[config.mk]
export PLATFORM = sky130hd
export DESIGN_NAME = alu_div
export DESIGN_NICKNAME = d
export VERILOG_FILES = /design/src/rtl/div_defs.sv /design/src/rtl/div_step.sv /design/src/rtl/alu_div.sv
export SDC_FILE = /design/constraint.sdc
export NUM_CORES = 1
export LEC_CHECK = 0
export CAP_MARGIN = 30
export CORE_MARGIN = 1.5
export CORE_UTILIZATION = 51
export CTS_CLUSTER_SIZE = 14
export DETAILED_ROUTE_END_ITERATION = 10
export PLACE_DENSITY = 0.74
export SYNTH_ARGS = -nofsm -noshare
export SYNTH_HDL_FRONTEND = slang
export SYNTH_SLANG_ARGS = --single-unit
[constraint.sdc]
create_clock -name clk -period 4.61 [get_ports clk]
set_input_delay 1.383 -clock clk [delete_from_list [all_inputs] [get_ports clk]]
set_output_delay 1.383 -clock clk [all_outputs]
set_load 0.05 [all_outputs]
[src/rtl/div_defs.sv]
// Shared definitions for the alu_div restoring divider: default width, FSM state codes
// and the two's-complement minimum at the default width.
package div_defs;

  localparam int unsigned DivDataWidth = 32;

  localparam logic [1:0] StIdle = 2'd0;
  localparam logic [1:0] StCalc = 2'd1;
  localparam logic [1:0] StFix  = 2'd2;
  localparam logic [1:0] StDone = 2'd3;

  localparam logic [DivDataWidth-1:0] DivSignedMin = {1'b1, {(DivDataWidth-1){1'b0}}};

endpackage

[src/rtl/div_step.sv]
// One restoring-division iteration: shift in the next dividend bit, trial-subtract the
// divisor, keep or restore, and shift the resulting quotient bit into the low end.
module div_step #(
  parameter int unsigned DATA_WIDTH = 32
) (
  input  logic [DATA_WIDTH-1:0] rem_in,
  input  logic [DATA_WIDTH-1:0] dq_in,
  input  logic [DATA_WIDTH-1:0] divisor,
  output logic [DATA_WIDTH-1:0] rem_out,
  output logic [DATA_WIDTH-1:0] dq_out
);

  logic [DATA_WIDTH:0] shifted;
  logic [DATA_WIDTH:0] diff;
  logic                borrow;

  // dq holds the unconsumed dividend bits in its top and the quotient bits in its bottom.
  always_comb begin
    shifted = {rem_in, dq_in[DATA_WIDTH-1]};
    diff    = shifted - {1'b0, divisor};
    borrow  = diff[DATA_WIDTH];
    rem_out = borrow ? shifted[DATA_WIDTH-1:0] : diff[DATA_WIDTH-1:0];
    dq_out  = {dq_in[DATA_WIDTH-2:0], ~borrow};
  end

endmodule

[src/rtl/alu_div.sv]
// Multi-cycle signed/unsigned restoring divider with valid/ready on both sides.
// Optional ALU_DIV_FAST_ZERO_EN: a zero divisor skips CALC/FIX and completes in one cycle.
import div_defs::*;

module alu_div #(
  parameter int unsigned DATA_WIDTH = DivDataWidth
) (
  input  logic                  clk,
  input  logic                  resetn,
  input  logic                  in_valid,
  output logic                  in_ready,
  input  logic [DATA_WIDTH-1:0] A,
  input  logic [DATA_WIDTH-1:0] B,
  input  logic                  is_signed,
  output logic                  out_valid,
  input  logic                  out_ready,
  output logic [DATA_WIDTH-1:0] Quotient,
  output logic [DATA_WIDTH-1:0] Remainder,
  output logic                  DivZero,
  output logic                  Overflow,
  output logic                  Zero
);

  localparam int unsigned           CntW      = $clog2(DATA_WIDTH + 1);
  localparam logic [CntW-1:0]       LastIter  = CntW'(DATA_WIDTH - 1);
  localparam logic [DATA_WIDTH-1:0] SignedMin = {1'b1, {(DATA_WIDTH-1){1'b0}}};

  logic [1:0]            state_q, state_d;
  logic [CntW-1:0]       cnt_q, cnt_d;
  logic [DATA_WIDTH-1:0] rem_q, rem_d;
  logic [DATA_WIDTH-1:0] dq_q, dq_d;
  logic [DATA_WIDTH-1:0] divisor_q, divisor_d;
  logic                  q_neg_q, q_neg_d;
  logic                  r_neg_q, r_neg_d;
  logic                  dz_q, dz_d;
  logic                  ovf_q, ovf_d;
  logic [DATA_WIDTH-1:0] step_rem, step_dq;
  logic                  accept, a_neg, b_neg;

  div_step #(
    .DATA_WIDTH(DATA_WIDTH)
  ) u_step (
    .rem_in (rem_q),
    .dq_in  (dq_q),
    .divisor(divisor_q),
    .rem_out(step_rem),
    .dq_out (step_dq)
  );

  assign in_ready = (state_q == StIdle);
  assign accept   = in_valid & in_ready;
  assign a_neg    = is_signed & A[DATA_WIDTH-1];
  assign b_neg    = is_signed & B[DATA_WIDTH-1];

  always_comb begin
    state_d   = state_q;
    cnt_d     = cnt_q;
    rem_d     = rem_q;
    dq_d      = dq_q;
    divisor_d = divisor_q;
    q_neg_d   = q_neg_q;
    r_neg_d   = r_neg_q;
    dz_d      = dz_q;
    ovf_d     = ovf_q;
    case (state_q)
      StIdle: begin
        if (accept) begin
          rem_d     = '0;
          dq_d      = a_neg ? -A : A;
          divisor_d = b_neg ? -B : B;
          q_neg_d   = a_neg ^ b_neg;
          r_neg_d   = a_neg;
          dz_d      = (B == '0);
          ovf_d     = is_signed & (A == SignedMin) & (B == '1);
          cnt_d     = '0;
          state_d   = StCalc;
`ifdef ALU_DIV_FAST_ZERO_EN
          if (B == '0) begin
            dq_d    = '1;
            rem_d   = A;
            state_d = StDone;
          end
`endif
        end
      end
      StCalc: begin
        rem_d = step_rem;
        dq_d  = step_dq;
        cnt_d = cnt_q + 1'b1;
        if (cnt_q == LastIter) begin
          state_d = StFix;
        end
      end
      StFix: begin
        // A zero divisor never subtracts, so the remainder ends as |A|; undoing the abs gives A.
        dq_d    = dz_q ? '1 : (q_neg_q ? -dq_q : dq_q);
        rem_d   = r_neg_q ? -rem_q : rem_q;
        state_d = StDone;
      end
      StDone: begin
        if (out_ready) begin
          state_d = StIdle;
        end
      end
      default: state_d = StIdle;
    endcase
  end

  always_ff @(posedge clk or negedge resetn) begin
    if (!resetn) begin
      state_q   <= StIdle;
      cnt_q     <= '0;
      rem_q     <= '0;
      dq_q      <= '0;
      divisor_q <= '0;
      q_neg_q   <= 1'b0;
      r_neg_q   <= 1'b0;
      dz_q      <= 1'b0;
      ovf_q     <= 1'b0;
    end else begin
      state_q   <= state_d;
      cnt_q     <= cnt_d;
      rem_q     <= rem_d;
      dq_q      <= dq_d;
      divisor_q <= divisor_d;
      q_neg_q   <= q_neg_d;
      r_neg_q   <= r_neg_d;
      dz_q      <= dz_d;
      ovf_q     <= ovf_d;
    end
  end

  assign out_valid = (state_q == StDone);
  assign Quotient  = out_valid ? dq_q : '0;
  assign Remainder = out_valid ? rem_q : '0;
  assign DivZero   = out_valid & dz_q;
  assign Overflow  = out_valid & ovf_q;
  assign Zero      = out_valid & (dq_q == '0);

endmodule

==> run_summary.xml, run 1 <==
<?xml version="1.0" encoding="UTF-8"?>
<metrics>
  <group name="run_status">
    <metric name="run_status" unit="">finished, final reports clean</metric>
  </group>
  <group name="finish">
    <metric name="fin_util" unit="">0.6176</metric>
    <metric name="final.fill_count" unit="">1746</metric>
    <metric name="final_layout_size_suffix_gt1_frac" unit="">0.04993</metric>
    <metric name="n_antenna_cell" unit="">0</metric>
    <metric name="nNetsFinal" unit="">1549</metric>
    <metric name="syn_to_final_growth" unit="%">18.58</metric>
  </group>
  <group name="worst_hold_path">
    <metric name="hold_path_startpoint" unit="">ovf_q</metric>
    <metric name="hold_path_stages" unit="">2</metric>
    <metric name="timing.hold.worst_endpoint" unit="">ovf_q</metric>
    <metric name="holdCritPathClass" unit="">reg2reg</metric>
  </group>
  <group name="sta">
    <metric name="timing.slew.headroom" unit="">0.5500</metric>
    <metric name="worst-slew-pin-transition" unit="ns">0.6724</metric>
    <metric name="rsz0062_at_grt" unit="">no</metric>
    <metric name="final.setup_skew" unit="ns">0.01342</metric>
    <metric name="setup_viol" unit="">0</metric>
    <metric name="final_min_period_over_clock_period" unit="">0.9138</metric>
    <metric name="slew_viol_final" unit="">0</metric>
    <metric name="final_period_minus_worst_setup_slack" unit="ns">4.213</metric>
    <metric name="finalHoldViolCount" unit="">0</metric>
    <metric name="fin_setup_tns" unit="ns">0</metric>
    <metric name="fmax" unit="GHz">0.2374</metric>
  </group>
  <group name="power_and_ir_drop">
    <metric name="p_seq_frac" unit="">0.216</metric>
    <metric name="vdd.ir_drop.worst" unit="mV">0.3788</metric>
    <metric name="total_power" unit="mW">8.356</metric>
    <metric name="comb_power_share" unit="">0.673</metric>
    <metric name="static-leakage-power" unit="nW">5.027</metric>
    <metric name="power_switching_share" unit="">0.5248</metric>
    <metric name="internal_power" unit="mW">3.971</metric>
    <metric name="power_per_cell_area" unit="mW/mm2">695.2</metric>
    <metric name="power.switching" unit="mW">4.385</metric>
    <metric name="clkPwrFrac" unit="">0.111</metric>
  </group>
  <group name="setup_path">
    <metric name="worst_path_max_fanout" unit="">5</metric>
    <metric name="timing.rr.end" unit="">rem_q[20]</metric>
    <metric name="worstPathArrival" unit="ns">2.83</metric>
    <metric name="regToRegSetupSlack" unit="ns">0.88</metric>
    <metric name="rr_worst_depth" unit="">11</metric>
    <metric name="cp.required" unit="ns">3.23</metric>
    <metric name="setup.worst_path.class" unit="">reg2out</metric>
    <metric name="crit_path_start_kind" unit="">flop</metric>
    <metric name="beginning_of_the_worst_register_to_register_path" unit="">state_q[0]</metric>
    <metric name="cp-end-kind" unit="">output pin</metric>
  </group>
  <group name="cts">
    <metric name="postCtsResizedCells" unit="">0</metric>
    <metric name="cts-hold-fix-buffers" unit="">0</metric>
    <metric name="clock_tree.root_cell" unit="">sky130_fd_sc_hd__clkbuf_16</metric>
    <metric name="ctsLongestPathBuffers" unit="">2</metric>
    <metric name="cts_tree" unit="">built</metric>
    <metric name="cts_sinks" unit="">108</metric>
    <metric name="cts_post_setup_buffers_inserted" unit="">0</metric>
    <metric name="htree_num_levels" unit="">3</metric>
    <metric name="clk_transition_reported_paths" unit="ns">0.08</metric>
    <metric name="cts_inserted_buffers" unit="">9</metric>
    <metric name="clk-insertion-delay-late" unit="ns">0.36</metric>
  </group>
  <group name="logic_synthesis">
    <metric name="synth.area.top_cells" unit="">sky130_fd_sc_hd__dfrtp_1 27%, sky130_fd_sc_hd__o21ai_0 9.0%, sky130_fd_sc_hd__xnor2_1 5.6%, sky130_fd_sc_hd__nand2_1 5.3%, sky130_fd_sc_hd__ha_1 5.2%</metric>
    <metric name="yosysTopAreaCell" unit="">sky130_fd_sc_hd__dfrtp_1</metric>
    <metric name="avgSynthCellArea" unit="um2">7.520</metric>
    <metric name="synth_edf_count" unit="">0</metric>
    <metric name="post_synth_num_cell_types" unit="">80</metric>
    <metric name="postSynth.topFlopCell" unit="">sky130_fd_sc_hd__dfrtp_1</metric>
    <metric name="synth_most_common_cell" unit="">sky130_fd_sc_hd__o21ai_0</metric>
    <metric name="ffs_w_async_s_r_synth" unit="">1.000</metric>
    <metric name="synth.yosys.warnings" unit="">0</metric>
    <metric name="netlist_area" unit="mm2">0.01014</metric>
    <metric name="post_synth_most_frequent_cells" unit="">182 x sky130_fd_sc_hd__o21ai_0, 142 x sky130_fd_sc_hd__nand2_1, 108 x sky130_fd_sc_hd__dfrtp_1, 96 x sky130_fd_sc_hd__a21oi_1, 92 x sky130_fd_sc_hd__nor2_1</metric>
    <metric name="synth_cells" unit="">1348</metric>
    <metric name="netlist.area_leader.share" unit="">0.2666</metric>
    <metric name="yosys_register_bits" unit="">108</metric>
    <metric name="synth.yosys.seq_area_share" unit="">0.2666</metric>
    <metric name="syn_nets" unit="">1460</metric>
  </group>
  <group name="global_route">
    <metric name="grt_usage" unit="">0.2967</metric>
    <metric name="wire_length_of_the_first_global_routing_pass" unit="um">48720</metric>
    <metric name="grt_remaining_overflow" unit="">0</metric>
    <metric name="maximum_number_of_pins_on_one_net_before_global_route_repair" unit="">73</metric>
    <metric name="grt_antenna_before_repair" unit="">0</metric>
    <metric name="number_of_global_route_vias_before_repair" unit="">9204</metric>
  </group>
  <group name="floorplan">
    <metric name="die_w" unit="um">144.0</metric>
    <metric name="core" unit="mm2">0.01946</metric>
    <metric name="dieArea" unit="mm2">0.02073</metric>
    <metric name="placement_rows" unit="">51</metric>
    <metric name="io_count" unit="">138</metric>
    <metric name="die-height" unit="um">144.0</metric>
    <metric name="initial_core_util" unit="">0.5209</metric>
  </group>
  <group name="drt">
    <metric name="dr.pass1.iters" unit="">5</metric>
    <metric name="drt_drc_violations_left" unit="">0</metric>
    <metric name="detail-route-antenna-nets" unit="">0</metric>
    <metric name="drt_wl_total" unit="um">30130</metric>
    <metric name="dr_total_vias" unit="">10290</metric>
    <metric name="detail_route.vias_per_cell" unit="">6.029</metric>
    <metric name="initialDrtViolationCount" unit="">883</metric>
    <metric name="routed_wire_length_per_instance" unit="um">17.65</metric>
  </group>
  <group name="placement">
    <metric name="dp.final_hpwl" unit="um">22520</metric>
    <metric name="final_estimated_routing_congestion_in_global_placement" unit="">0.9074</metric>
    <metric name="port-buffer-count" unit="">137</metric>
  </group>
  <group name="flow_run">
    <metric name="cap_violations" unit="">0</metric>
  </group>
</metrics>
[how the worst max path moves through the flow]
stage,depth (start not counted),end,from,slack (ns)
6_report,8,Zero,dq_q[0],0.40
2_1_floorplan,7,Zero,dq_q[0],0.92
3_3_place_gp,12,divisor_q[28],B[1],0.44
4_1_cts,8,Zero,dq_q[0],0.46
3_5_place_dp,12,divisor_q[28],B[0],0.37
5_1_grt,8,Zero,dq_q[0],0.23
[kinds of logic after synthesis]
| family | synth area share |
|---|---|
| mux | 0.02394 |
| fa+ha+maj | 0.05381 |
| simple gates | 0.2643 |
| buf+inv | 0.05554 |
| flops | 0.2666 |
| xor+xnor | 0.09158 |
| compound gates | 0.2443 |
[cells in the final DEF (no fill, tap or decap), types with 4 or more instances in the layout]
master / Yosys / routed
sky130_fd_sc_hd__nand2_1: 142 / 141
sky130_fd_sc_hd__o41ai_1: 4 / 4
sky130_fd_sc_hd__a31oi_1: 11 / 11
sky130_fd_sc_hd__and3_1: 7 / 7
sky130_fd_sc_hd__and2_1: 66 / 66
sky130_fd_sc_hd__nor3b_1: 11 / 11
sky130_fd_sc_hd__buf_4: 2 / 23
sky130_fd_sc_hd__or4_1: 10 / 10
sky130_fd_sc_hd__nor4_1: 15 / 15
sky130_fd_sc_hd__o221ai_1: 5 / 5
sky130_fd_sc_hd__nor2_1: 92 / 92
sky130_fd_sc_hd__nor2b_1: 7 / 7
sky130_fd_sc_hd__nand3_1: 38 / 38
sky130_fd_sc_hd__o21ai_1: 5 / 4
sky130_fd_sc_hd__a211oi_1: 11 / 11
sky130_fd_sc_hd__a21oi_1: 96 / 96
sky130_fd_sc_hd__o21a_1: 6 / 6
sky130_fd_sc_hd__ha_1: 42 / 41
sky130_fd_sc_hd__nand4_1: 18 / 18
sky130_fd_sc_hd__nor3_1: 59 / 59
sky130_fd_sc_hd__xnor2_1: 65 / 65
sky130_fd_sc_hd__clkdlybuf4s50_1: 0 / 134
sky130_fd_sc_hd__dfrtp_1: 108 / 108
sky130_fd_sc_hd__o311ai_1: 5 / 5
sky130_fd_sc_hd__o21ai_0: 182 / 182
sky130_fd_sc_hd__o31ai_1: 14 / 14
sky130_fd_sc_hd__mux2i_1: 22 / 22
sky130_fd_sc_hd__or3_1: 16 / 16
sky130_fd_sc_hd__clkbuf_16: 0 / 9
sky130_fd_sc_hd__xor2_1: 41 / 41
sky130_fd_sc_hd__inv_1: 59 / 59
sky130_fd_sc_hd__nand2b_1: 12 / 12
sky130_fd_sc_hd__a21o_1: 25 / 25
sky130_fd_sc_hd__o211ai_1: 7 / 7
[metal layers]
layer / part of all wire / vias up / track usage
met4: 0.021 / 0 / 0.09291
met1: 0.47 / 4873 / 0.4406
li1: - / 4988 / -
met3: 0.064 / 45 / 0.03907
met5: 0 / - / 0
met2: 0.44 / 386 / 0.4450
[power by group through the flow]
stage	combinational [mW]	clock, mW	sequential [mW]
global route	6.20	0.975	1.87
detailed placement	5.53	0	1.81
floorplan	4.33	0	1.59
CTS	5.56	0.936	1.80
finish	5.62	0.928	1.81
global placement	5.42	0	1.80
[worst max-delay path, cell delays in order (launching register included)]
cell and delay, ns:
sky130_fd_sc_hd__dfrtp_1 0.41, sky130_fd_sc_hd__inv_1 0.15, sky130_fd_sc_hd__ha_1 0.19, sky130_fd_sc_hd__nor3b_1 0.30, sky130_fd_sc_hd__nor3b_1 0.45, sky130_fd_sc_hd__and3_1 0.32, sky130_fd_sc_hd__and2_1 0.21, sky130_fd_sc_hd__and4_1 0.24
sky130_fd_sc_hd__buf_4 0.21
[final cells by class]
cell class / instances / area (um2) / share of cell area
Multi-Input combinational cell: 1098 / 6888 / 0.5730
Sequential cell: 108 / 2703 / 0.2248
Timing Repair Buffer: 158 / 1519 / 0.1264
Tap cell: 265 / 331.6 / 0.02758
Inverter: 62 / 232.7 / 0.01936
Clock buffer: 9 / 225.2 / 0.01874
Clock inverter: 7 / 121.4 / 0.01010
[metrics by stage]
stage	worst slack, ns	std cells	hold WS (ns)	instance area, um2
finish	0.3972	1707	0.4735	12020
global route	0.2334	1707	0.5062	12020
CTS	0.4577	1707	0.4775	12020
detailed placement	0.3693	1691	0.4595	11670
global placement	0.4418	1690	0.4509	11670
floorplan	0.9242	1348	0.4311	10140
[registers in the layout, summed over array words and instances (netlist names)]
| signal | flops |
|---|---|
| divisor_q | 32 |
| cnt_q | 6 |
| rem_q | 32 |
| q_neg_q | 1 |
| r_neg_q | 1 |
| ovf_q | 1 |
| state_q | 2 |
| dq_q | 32 |
| dz_q | 1 |
No activity file was read; power rests on OpenSTA's default activity.
==> run 2: changes to the inputs <==
--- a/config.mk
+++ b/config.mk
@@ -10,7 +10,8 @@
 export CORE_UTILIZATION = 51
 export CTS_CLUSTER_SIZE = 14
 export DETAILED_ROUTE_END_ITERATION = 10
-export PLACE_DENSITY = 0.74
+export PLACE_DENSITY = 0.73
 export SYNTH_ARGS = -nofsm -noshare
 export SYNTH_HDL_FRONTEND = slang
+export SYNTH_HIERARCHICAL = 1
 export SYNTH_SLANG_ARGS = --single-unit
==> constraint.sdc (replaced) <==
create_clock -name clk -period 4.61 [get_ports clk]
set_input_delay 1.383 -clock clk [delete_from_list [all_inputs] [get_ports clk]]
set_output_delay 1.383 -clock clk [all_outputs]
set_load 0.1 [all_outputs]
==> run 2 against run 1 <==
First-iteration DRC count rose by 21%. Design area rose by 2.0%. Setup slack improved by 0.14 ns. Via count rose by 4.7%.
==> run_summary.xml, run 2 <==
<?xml version="1.0" encoding="UTF-8"?>
<metrics>
  <group name="logic_synthesis">
    <metric name="avgSynthCellArea" unit="um2">7.772</metric>
    <metric name="ffs_w_async_s_r_synth" unit="">1.000</metric>
    <metric name="yosys-mux-area-fraction" unit="">0.03739</metric>
    <metric name="post_synth_num_cell_types" unit="">93</metric>
    <metric name="synth.yosys.seq_area_share" unit="">0.2493</metric>
    <metric name="synth_compound_gate_area_share" unit="">0.2399</metric>
    <metric name="synth_adder_area_share" unit="">0.05032</metric>
    <metric name="synth.area.top_cells" unit="">sky130_fd_sc_hd__dfrtp_1 25%, sky130_fd_sc_hd__o21ai_0 6.2%, sky130_fd_sc_hd__nand2_1 5.5%, sky130_fd_sc_hd__ha_1 4.8%, sky130_fd_sc_hd__and2_1 4.3%</metric>
    <metric name="synth_top_family_by_area" unit="">simple AND/OR/NAND/NOR gates</metric>
    <metric name="synth_cells" unit="">1395</metric>
    <metric name="netlist_area" unit="mm2">0.01084</metric>
    <metric name="postSynth.topFlopCell" unit="">sky130_fd_sc_hd__dfrtp_1</metric>
    <metric name="syn_nets" unit="">1507</metric>
    <metric name="yosysTopAreaCell" unit="">sky130_fd_sc_hd__dfrtp_1</metric>
    <metric name="post_synth_most_frequent_cells" unit="">159 x sky130_fd_sc_hd__nand2_1, 134 x sky130_fd_sc_hd__o21ai_0, 108 x sky130_fd_sc_hd__dfrtp_1, 84 x sky130_fd_sc_hd__a21oi_1, 77 x sky130_fd_sc_hd__nor2_1</metric>
    <metric name="synth.yosys.warnings" unit="">6</metric>
    <metric name="synth_most_common_cell" unit="">sky130_fd_sc_hd__nand2_1</metric>
    <metric name="synth_simple_gate_area_frac" unit="">0.2647</metric>
    <metric name="synth_edf_count" unit="">0</metric>
    <metric name="synth-xor-area-share" unit="">0.07755</metric>
    <metric name="netlist.area_leader.share" unit="">0.2493</metric>
    <metric name="yosys_register_bits" unit="">108</metric>
  </group>
  <group name="drt">
    <metric name="drt_wl_total" unit="um">33030</metric>
    <metric name="initialDrtViolationCount" unit="">1070</metric>
    <metric name="detail-route-antenna-nets" unit="">0</metric>
    <metric name="dr_total_vias" unit="">10770</metric>
    <metric name="dr.pass1.iters" unit="">5</metric>
    <metric name="detail_route.vias_per_cell" unit="">6.209</metric>
    <metric name="drt_drc_violations_left" unit="">0</metric>
    <metric name="routed_wire_length_per_instance" unit="um">19.04</metric>
  </group>
  <group name="cts">
    <metric name="clk-insertion-delay-late" unit="ns">0.37</metric>
    <metric name="cts-hold-fix-buffers" unit="">0</metric>
    <metric name="htree_num_levels" unit="">3</metric>
    <metric name="cts_post_setup_buffers_inserted" unit="">0</metric>
    <metric name="clk_transition_reported_paths" unit="ns">0.07</metric>
    <metric name="cts_inserted_buffers" unit="">9</metric>
    <metric name="postCtsResizedCells" unit="">0</metric>
    <metric name="clock_tree.root_cell" unit="">sky130_fd_sc_hd__clkbuf_16</metric>
    <metric name="cts_sinks" unit="">108</metric>
    <metric name="cts_tree" unit="">built</metric>
    <metric name="ctsLongestPathBuffers" unit="">2</metric>
  </group>
  <group name="setup_path">
    <metric name="critical_path.most_common_cell" unit="">sky130_fd_sc_hd__or4_4</metric>
    <metric name="worst_path_max_fanout" unit="">9</metric>
    <metric name="cp-end-kind" unit="">output pin</metric>
    <metric name="crit_path_start_kind" unit="">flop</metric>
    <metric name="critPathLaunch" unit="">dq_q[6]</metric>
    <metric name="critical_path.max_stage_delay" unit="ns">0.62</metric>
    <metric name="worstPathArrival" unit="ns">2.69</metric>
    <metric name="rr_worst_depth" unit="">16</metric>
    <metric name="beginning_of_the_worst_register_to_register_path" unit="">dq_q[31]</metric>
    <metric name="cp_cell_sequence" unit="">or4_4, or4_4, nor3_1, and4_1, buf_4</metric>
    <metric name="cp.required" unit="ns">3.23</metric>
    <metric name="setup.worst_path.class" unit="">reg2out</metric>
    <metric name="timing.critical_path.slowest_stage_cell" unit="">sky130_fd_sc_hd__or4_4</metric>
  </group>
  <group name="worst_hold_path">
    <metric name="holdCritPathClass" unit="">reg2reg</metric>
    <metric name="hold_path_startpoint" unit="">divisor_q[21]</metric>
    <metric name="hold_path_stages" unit="">2</metric>
  </group>
  <group name="sta">
    <metric name="final_hold_slack" unit="ns">0.4877</metric>
    <metric name="final.setup_skew" unit="ns">0.01756</metric>
    <metric name="rsz0062_at_grt" unit="">no</metric>
    <metric name="final_min_period_over_clock_period" unit="">0.8834</metric>
    <metric name="finalHoldViolCount" unit="">0</metric>
    <metric name="setup_viol" unit="">0</metric>
    <metric name="worst-slew-pin-transition" unit="ns">0.9279</metric>
    <metric name="final_period_minus_worst_setup_slack" unit="ns">4.073</metric>
    <metric name="fmax" unit="GHz">0.2455</metric>
    <metric name="fin_setup_tns" unit="ns">0</metric>
    <metric name="timing.slew.headroom" unit="">0.3814</metric>
    <metric name="slew_viol_final" unit="">0</metric>
  </group>
  <group name="placement">
    <metric name="dp.final_hpwl" unit="um">24700</metric>
    <metric name="port-buffer-count" unit="">137</metric>
    <metric name="final_estimated_routing_congestion_in_global_placement" unit="">0.9627</metric>
  </group>
  <group name="global_route">
    <metric name="grt_antenna_before_repair" unit="">0</metric>
    <metric name="number_of_global_route_vias_before_repair" unit="">9593</metric>
    <metric name="grt_usage" unit="">0.2992</metric>
    <metric name="grt_remaining_overflow" unit="">0</metric>
    <metric name="wire_length_of_the_first_global_routing_pass" unit="um">52470</metric>
    <metric name="maximum_number_of_pins_on_one_net_before_global_route_repair" unit="">61</metric>
  </group>
  <group name="floorplan">
    <metric name="initial_core_util" unit="">0.5174</metric>
    <metric name="dieArea" unit="mm2">0.02214</metric>
    <metric name="placement_rows" unit="">53</metric>
    <metric name="die-height" unit="um">148.8</metric>
    <metric name="io_count" unit="">138</metric>
    <metric name="die_w" unit="um">148.8</metric>
    <metric name="core" unit="mm2">0.02096</metric>
  </group>
  <group name="finish">
    <metric name="layout.cells.most_common_list" unit="">158 x sky130_fd_sc_hd__nand2_1, 134 x sky130_fd_sc_hd__o21ai_0, 108 x sky130_fd_sc_hd__dfrtp_1, 89 x sky130_fd_sc_hd__buf_4, 84 x sky130_fd_sc_hd__a21oi_1</metric>
    <metric name="syn_to_final_growth" unit="%">13.13</metric>
    <metric name="multiInputGateArea" unit="mm2">0.007281</metric>
    <metric name="final.fill_count" unit="">2014</metric>
    <metric name="nNetsFinal" unit="">1567</metric>
    <metric name="n_antenna_cell" unit="">0</metric>
    <metric name="fin_util" unit="">0.5853</metric>
    <metric name="mostFrequentLayoutCell" unit="">sky130_fd_sc_hd__nand2_1</metric>
    <metric name="area.sequential" unit="mm2">0.002703</metric>
    <metric name="final_layout_size_suffix_gt1_frac" unit="">0.1199</metric>
    <metric name="top_regs" unit="">divisor_q x32, dq_q x32, rem_q x32</metric>
  </group>
  <group name="run_status">
    <metric name="run_status" unit="">finished, final reports clean</metric>
  </group>
  <group name="flow_run">
    <metric name="cap_violations" unit="">0</metric>
  </group>
</metrics>
## run 2: final timing paths
check / slack (ns) / to
hold reg to reg: 0.49 / divisor_q[21]
max in group asynchronous: 2.74 / divisor_q[3]
hold / removal: 0.49 / divisor_q[21]
setup / recovery: 0.54 / Zero
min in group asynchronous: 0.95 / rem_q[19]
setup reg to reg: 0.58 / rem_q[27]
## run 2: logic make-up after synthesis
kind of cell	Yosys count
XOR/XNOR	96
buffers and inverters	164
multiplexers	29
AND/OR/NAND/NOR	549
adder cells (fa/ha/maj)	43
AO/OA/AOI/OAI	406
flip-flops	108
## run 2: per-stage QoR
stage / setup slack [ns] / instance area [um2] / instances
floorplan: 0.7229 / 10840 / 1395
global placement: 0.6301 / 11880 / 1717
detailed placement: 0.5238 / 11940 / 1719
CTS: 0.5376 / 12270 / 1735
global route: 0.2665 / 12270 / 1735
finish: 0.5374 / 12270 / 1735
## run 2: per-layer routing
layer  vias up  track usage  wire [um]
li1       5142            -          -
met5         -            0          0
met4         0      0.08564        771
met2       534       0.4277      13810
met3        49      0.05382       3420
met1      5048       0.4561      15030
## run 2: critical path, delay by kind of cell, from the launching register on
kind,cells,cell delay (ns)
flops,1,0.48
simple gates,4,1.54
buf+inv,1,0.31
## run 2: area by class of cell
| cell class | instances | area share |
|---|---|---|
| clock buffer | 9 | 0.01836 |
| clock inverter | 7 | 0.008569 |
| inverter | 55 | 0.01744 |
| multi-input combinational | 1123 | 0.5936 |
| sequential | 108 | 0.2203 |
| tap | 275 | 0.02805 |
| timing repair buffer | 158 | 0.1136 |
Power of run 2 is not shown: default switching activity piles up to over one toggle a cycle in this logic, so the estimate is an artifact.
==> run 3: changes to the inputs <==
--- a/config.mk
+++ b/config.mk
@@ -10,7 +10,7 @@
 export CORE_UTILIZATION = 51
 export CTS_CLUSTER_SIZE = 14
 export DETAILED_ROUTE_END_ITERATION = 10
-export PLACE_DENSITY = 0.73
+export PLACE_DENSITY = 0.76
 export SYNTH_ARGS = -nofsm -noshare
 export SYNTH_HDL_FRONTEND = slang
 export SYNTH_HIERARCHICAL = 1
==> constraint.sdc (replaced) <==
create_clock -name clk -period 3.5 [get_ports clk]
set_input_delay 1.05 -clock clk [delete_from_list [all_inputs] [get_ports clk]]
set_output_delay 1.05 -clock clk [all_outputs]
set_load 0.1 [all_outputs]
==> run 3 against run 2 <==
The flow now finishes with violations (setup timing). Wire length grew 6.5%. Setup slack worse by 0.55 ns. Core utilization rose by 7.4 points. Non-clock buffer count increased by 85. Die area did not move. Hold slack worse by 0.0034 ns. Via count rose by 6.4%. First-iteration DRC count up 22%. Sequential share of layout area is 2.5 points lower. Cell count grew 5.0%. Global-route usage grew 1.5 points.
==> run_summary.xml, run 3 (synthesis results as in run 2) <==
<?xml version="1.0" encoding="UTF-8"?>
<metrics>
  <group name="run_status">
    <metric name="run_status" unit="">finished, violations left</metric>
    <metric name="violations_in_the_final_reports" unit="">setup timing</metric>
  </group>
  <group name="setup_path">
    <metric name="worstPathArrival" unit="ns">2.47</metric>
    <metric name="regToRegSetupSlack" unit="ns">0.07</metric>
    <metric name="worst_path_max_fanout" unit="">4</metric>
    <metric name="cp-end-kind" unit="">output pin</metric>
    <metric name="cp.required" unit="ns">2.45</metric>
    <metric name="crit_path_start_kind" unit="">flop</metric>
    <metric name="setup.worst_path.class" unit="">reg2out</metric>
    <metric name="rr_worst_depth" unit="">15</metric>
  </group>
  <group name="sta">
    <metric name="slew_viol_final" unit="">0</metric>
    <metric name="final.setup_skew" unit="ns">0.01162</metric>
    <metric name="final_min_period_over_clock_period" unit="">1.005</metric>
    <metric name="fmax" unit="GHz">0.2843</metric>
    <metric name="rsz0062_at_grt" unit="">yes</metric>
    <metric name="worst-slew-pin-transition" unit="ns">0.6770</metric>
    <metric name="fin_setup_tns" unit="ns">-0.01690</metric>
    <metric name="finalHoldViolCount" unit="">0</metric>
    <metric name="timing.slew.headroom" unit="">0.5487</metric>
    <metric name="setup_viol" unit="">1</metric>
    <metric name="final_period_minus_worst_setup_slack" unit="ns">3.517</metric>
    <metric name="final_hold_slack" unit="ns">0.4843</metric>
    <metric name="finalWorstSetupSlack" unit="ns">-0.01690</metric>
  </group>
  <group name="global_route">
    <metric name="number_of_global_route_vias_before_repair" unit="">10450</metric>
    <metric name="wire_length_of_the_first_global_routing_pass" unit="um">55410</metric>
    <metric name="grt_antenna_before_repair" unit="">0</metric>
    <metric name="grt_remaining_overflow" unit="">0</metric>
    <metric name="maximum_number_of_pins_on_one_net_before_global_route_repair" unit="">61</metric>
    <metric name="grt_usage" unit="">0.3146</metric>
  </group>
  <group name="drt">
    <metric name="initialDrtViolationCount" unit="">1302</metric>
    <metric name="dr_total_vias" unit="">11470</metric>
    <metric name="drt_wl_total" unit="um">35170</metric>
    <metric name="detail-route-antenna-nets" unit="">0</metric>
    <metric name="drt_drc_violations_left" unit="">0</metric>
    <metric name="routed_wire_length_per_instance" unit="um">19.31</metric>
    <metric name="detail_route.vias_per_cell" unit="">6.297</metric>
    <metric name="dr.pass1.iters" unit="">6</metric>
  </group>
  <group name="floorplan">
    <metric name="io_count" unit="">138</metric>
    <metric name="die_w" unit="um">148.8</metric>
    <metric name="initial_core_util" unit="">0.5174</metric>
    <metric name="dieArea" unit="mm2">0.02214</metric>
    <metric name="core" unit="mm2">0.02096</metric>
    <metric name="die-height" unit="um">148.8</metric>
    <metric name="placement_rows" unit="">53</metric>
  </group>
  <group name="placement">
    <metric name="area_after_dpl" unit="mm2">0.01339</metric>
    <metric name="final_estimated_routing_congestion_in_global_placement" unit="">0.9984</metric>
    <metric name="dp.final_hpwl" unit="um">26340</metric>
    <metric name="post-place-ws" unit="ns">0.03410</metric>
    <metric name="port-buffer-count" unit="">137</metric>
  </group>
  <group name="flow_run">
    <metric name="cap_violations" unit="">0</metric>
  </group>
  <group name="cts">
    <metric name="cts_inserted_buffers" unit="">9</metric>
    <metric name="clk-insertion-delay-late" unit="ns">0.37</metric>
    <metric name="ctsLongestPathBuffers" unit="">2</metric>
    <metric name="cts-hold-fix-buffers" unit="">0</metric>
    <metric name="clk_transition_reported_paths" unit="ns">0.08</metric>
    <metric name="htree_num_levels" unit="">3</metric>
    <metric name="cts_tree" unit="">built</metric>
    <metric name="cts_sinks" unit="">108</metric>
    <metric name="clock_tree.root_cell" unit="">sky130_fd_sc_hd__clkbuf_16</metric>
  </group>
  <group name="finish">
    <metric name="top_regs" unit="">divisor_q x32, dq_q x32, rem_q x32</metric>
    <metric name="final_layout_size_suffix_gt1_frac" unit="">0.1753</metric>
    <metric name="mostFrequentLayoutCell" unit="">sky130_fd_sc_hd__nand2_1</metric>
    <metric name="n_antenna_cell" unit="">0</metric>
    <metric name="layout.cells.most_common_list" unit="">158 x sky130_fd_sc_hd__nand2_1, 132 x sky130_fd_sc_hd__o21ai_0, 108 x sky130_fd_sc_hd__dfrtp_1, 103 x sky130_fd_sc_hd__buf_4, 83 x sky130_fd_sc_hd__a21oi_1</metric>
    <metric name="nNetsFinal" unit="">1653</metric>
    <metric name="layout.cell_area.non_filler" unit="mm2">0.01381</metric>
    <metric name="syn_to_final_growth" unit="%">27.40</metric>
  </group>
  <group name="power_and_ir_drop">
    <metric name="total_power" unit="mW">15.59</metric>
    <metric name="vdd.ir_drop.worst" unit="mV">0.4889</metric>
    <metric name="power_per_cell_area" unit="mW/mm2">1129</metric>
    <metric name="static-leakage-power" unit="nW">5.891</metric>
  </group>
  <group name="worst_hold_path">
    <metric name="holdCritPathClass" unit="">reg2reg</metric>
    <metric name="hold_path_stages" unit="">2</metric>
  </group>
</metrics>
[run 3: cell types whose count changed in the layout (fill, tap and decap cells not counted), moves of 2 or more]
cell                       previous run  this run
sky130_fd_sc_hd__buf_6                0         2
sky130_fd_sc_hd__a22oi_2              0         3
sky130_fd_sc_hd__clkinv_8             0         2
sky130_fd_sc_hd__buf_16               2         0
sky130_fd_sc_hd__o21ai_1              0         2
sky130_fd_sc_hd__buf_4               89       103
sky130_fd_sc_hd__a22oi_1             10         7
sky130_fd_sc_hd__o21ai_0            134       132
sky130_fd_sc_hd__buf_12               0        71
[run 3: final timing paths]
path / start / to
min in group asynchronous: resetn / divisor_q[19]
worst max-delay path: dq_q[7] / Zero
worst max register to register: divisor_q[17] / rem_q[27]
worst min-delay path: divisor_q[2] / divisor_q[2]
max in group asynchronous: resetn / divisor_q[1]
worst min register to register: divisor_q[2] / divisor_q[2]
[run 3: worst max-delay path, cell delays in order, from the launching register on]
cell	delay, ns
sky130_fd_sc_hd__dfrtp_1	0.38
sky130_fd_sc_hd__or4_4	0.58
sky130_fd_sc_hd__or4_4	0.54
sky130_fd_sc_hd__nor3_4	0.15
sky130_fd_sc_hd__and4_4	0.27
sky130_fd_sc_hd__buf_12	0.18
[run 3: per-stage QoR]
| step | util | instances |
|---|---|---|
| final | 0.6591 | 1821 |
| after global routing | 0.6591 | 1821 |
| after CTS | 0.6545 | 1814 |
| after detailed placement | 0.6389 | 1798 |
| after global placement | 0.6389 | 1798 |
| after floorplan | - | 1395 |
[run 3: timing repair]
action | in CTS | in global routing
setup endpoints to repair | 1 | 16
gates resized for setup | 3 | 12
setup buffers | 0 | 6
cloned | 0 | 1
pin swaps | 0 | 7
endpoints found under the hold margin | 0 | 0
[run 3: per-layer routing]
| layer | vias to the layer above | wire length [um] | track usage |
|---|---|---|---|
| met1 | 5405 | 15550 | 0.4652 |
| li1 | 5339 | - | - |
| met4 | 0 | 786 | 0.09802 |
| met3 | 76 | 3536 | 0.04312 |
| met5 | - | 0 | 0 |
| met2 | 646 | 15290 | 0.4737 |
[run 3: final cells by class]
type / instances / area (um2)
inverter: 55 / 219.0
sequential: 108 / 2703
clock buffer: 9 / 225.2
clock inverter: 7 / 87.58
fill: 1789 / 7143
timing repair buffer: 243 / 2888
multi-input combinational: 1123 / 7330
timing repair inverter: 1 / 16.27
tap: 275 / 344.1
[run 3: power by group]
group | internal, mW | leakage (nW) | switching (mW)
Sequential | 1.79 | 1.38 | 0.569
Clock | 0.575 | 0.154 | 0.551
Combinational | 4.77 | 4.36 | 7.34
Total | 7.13 | 5.89 | 8.46
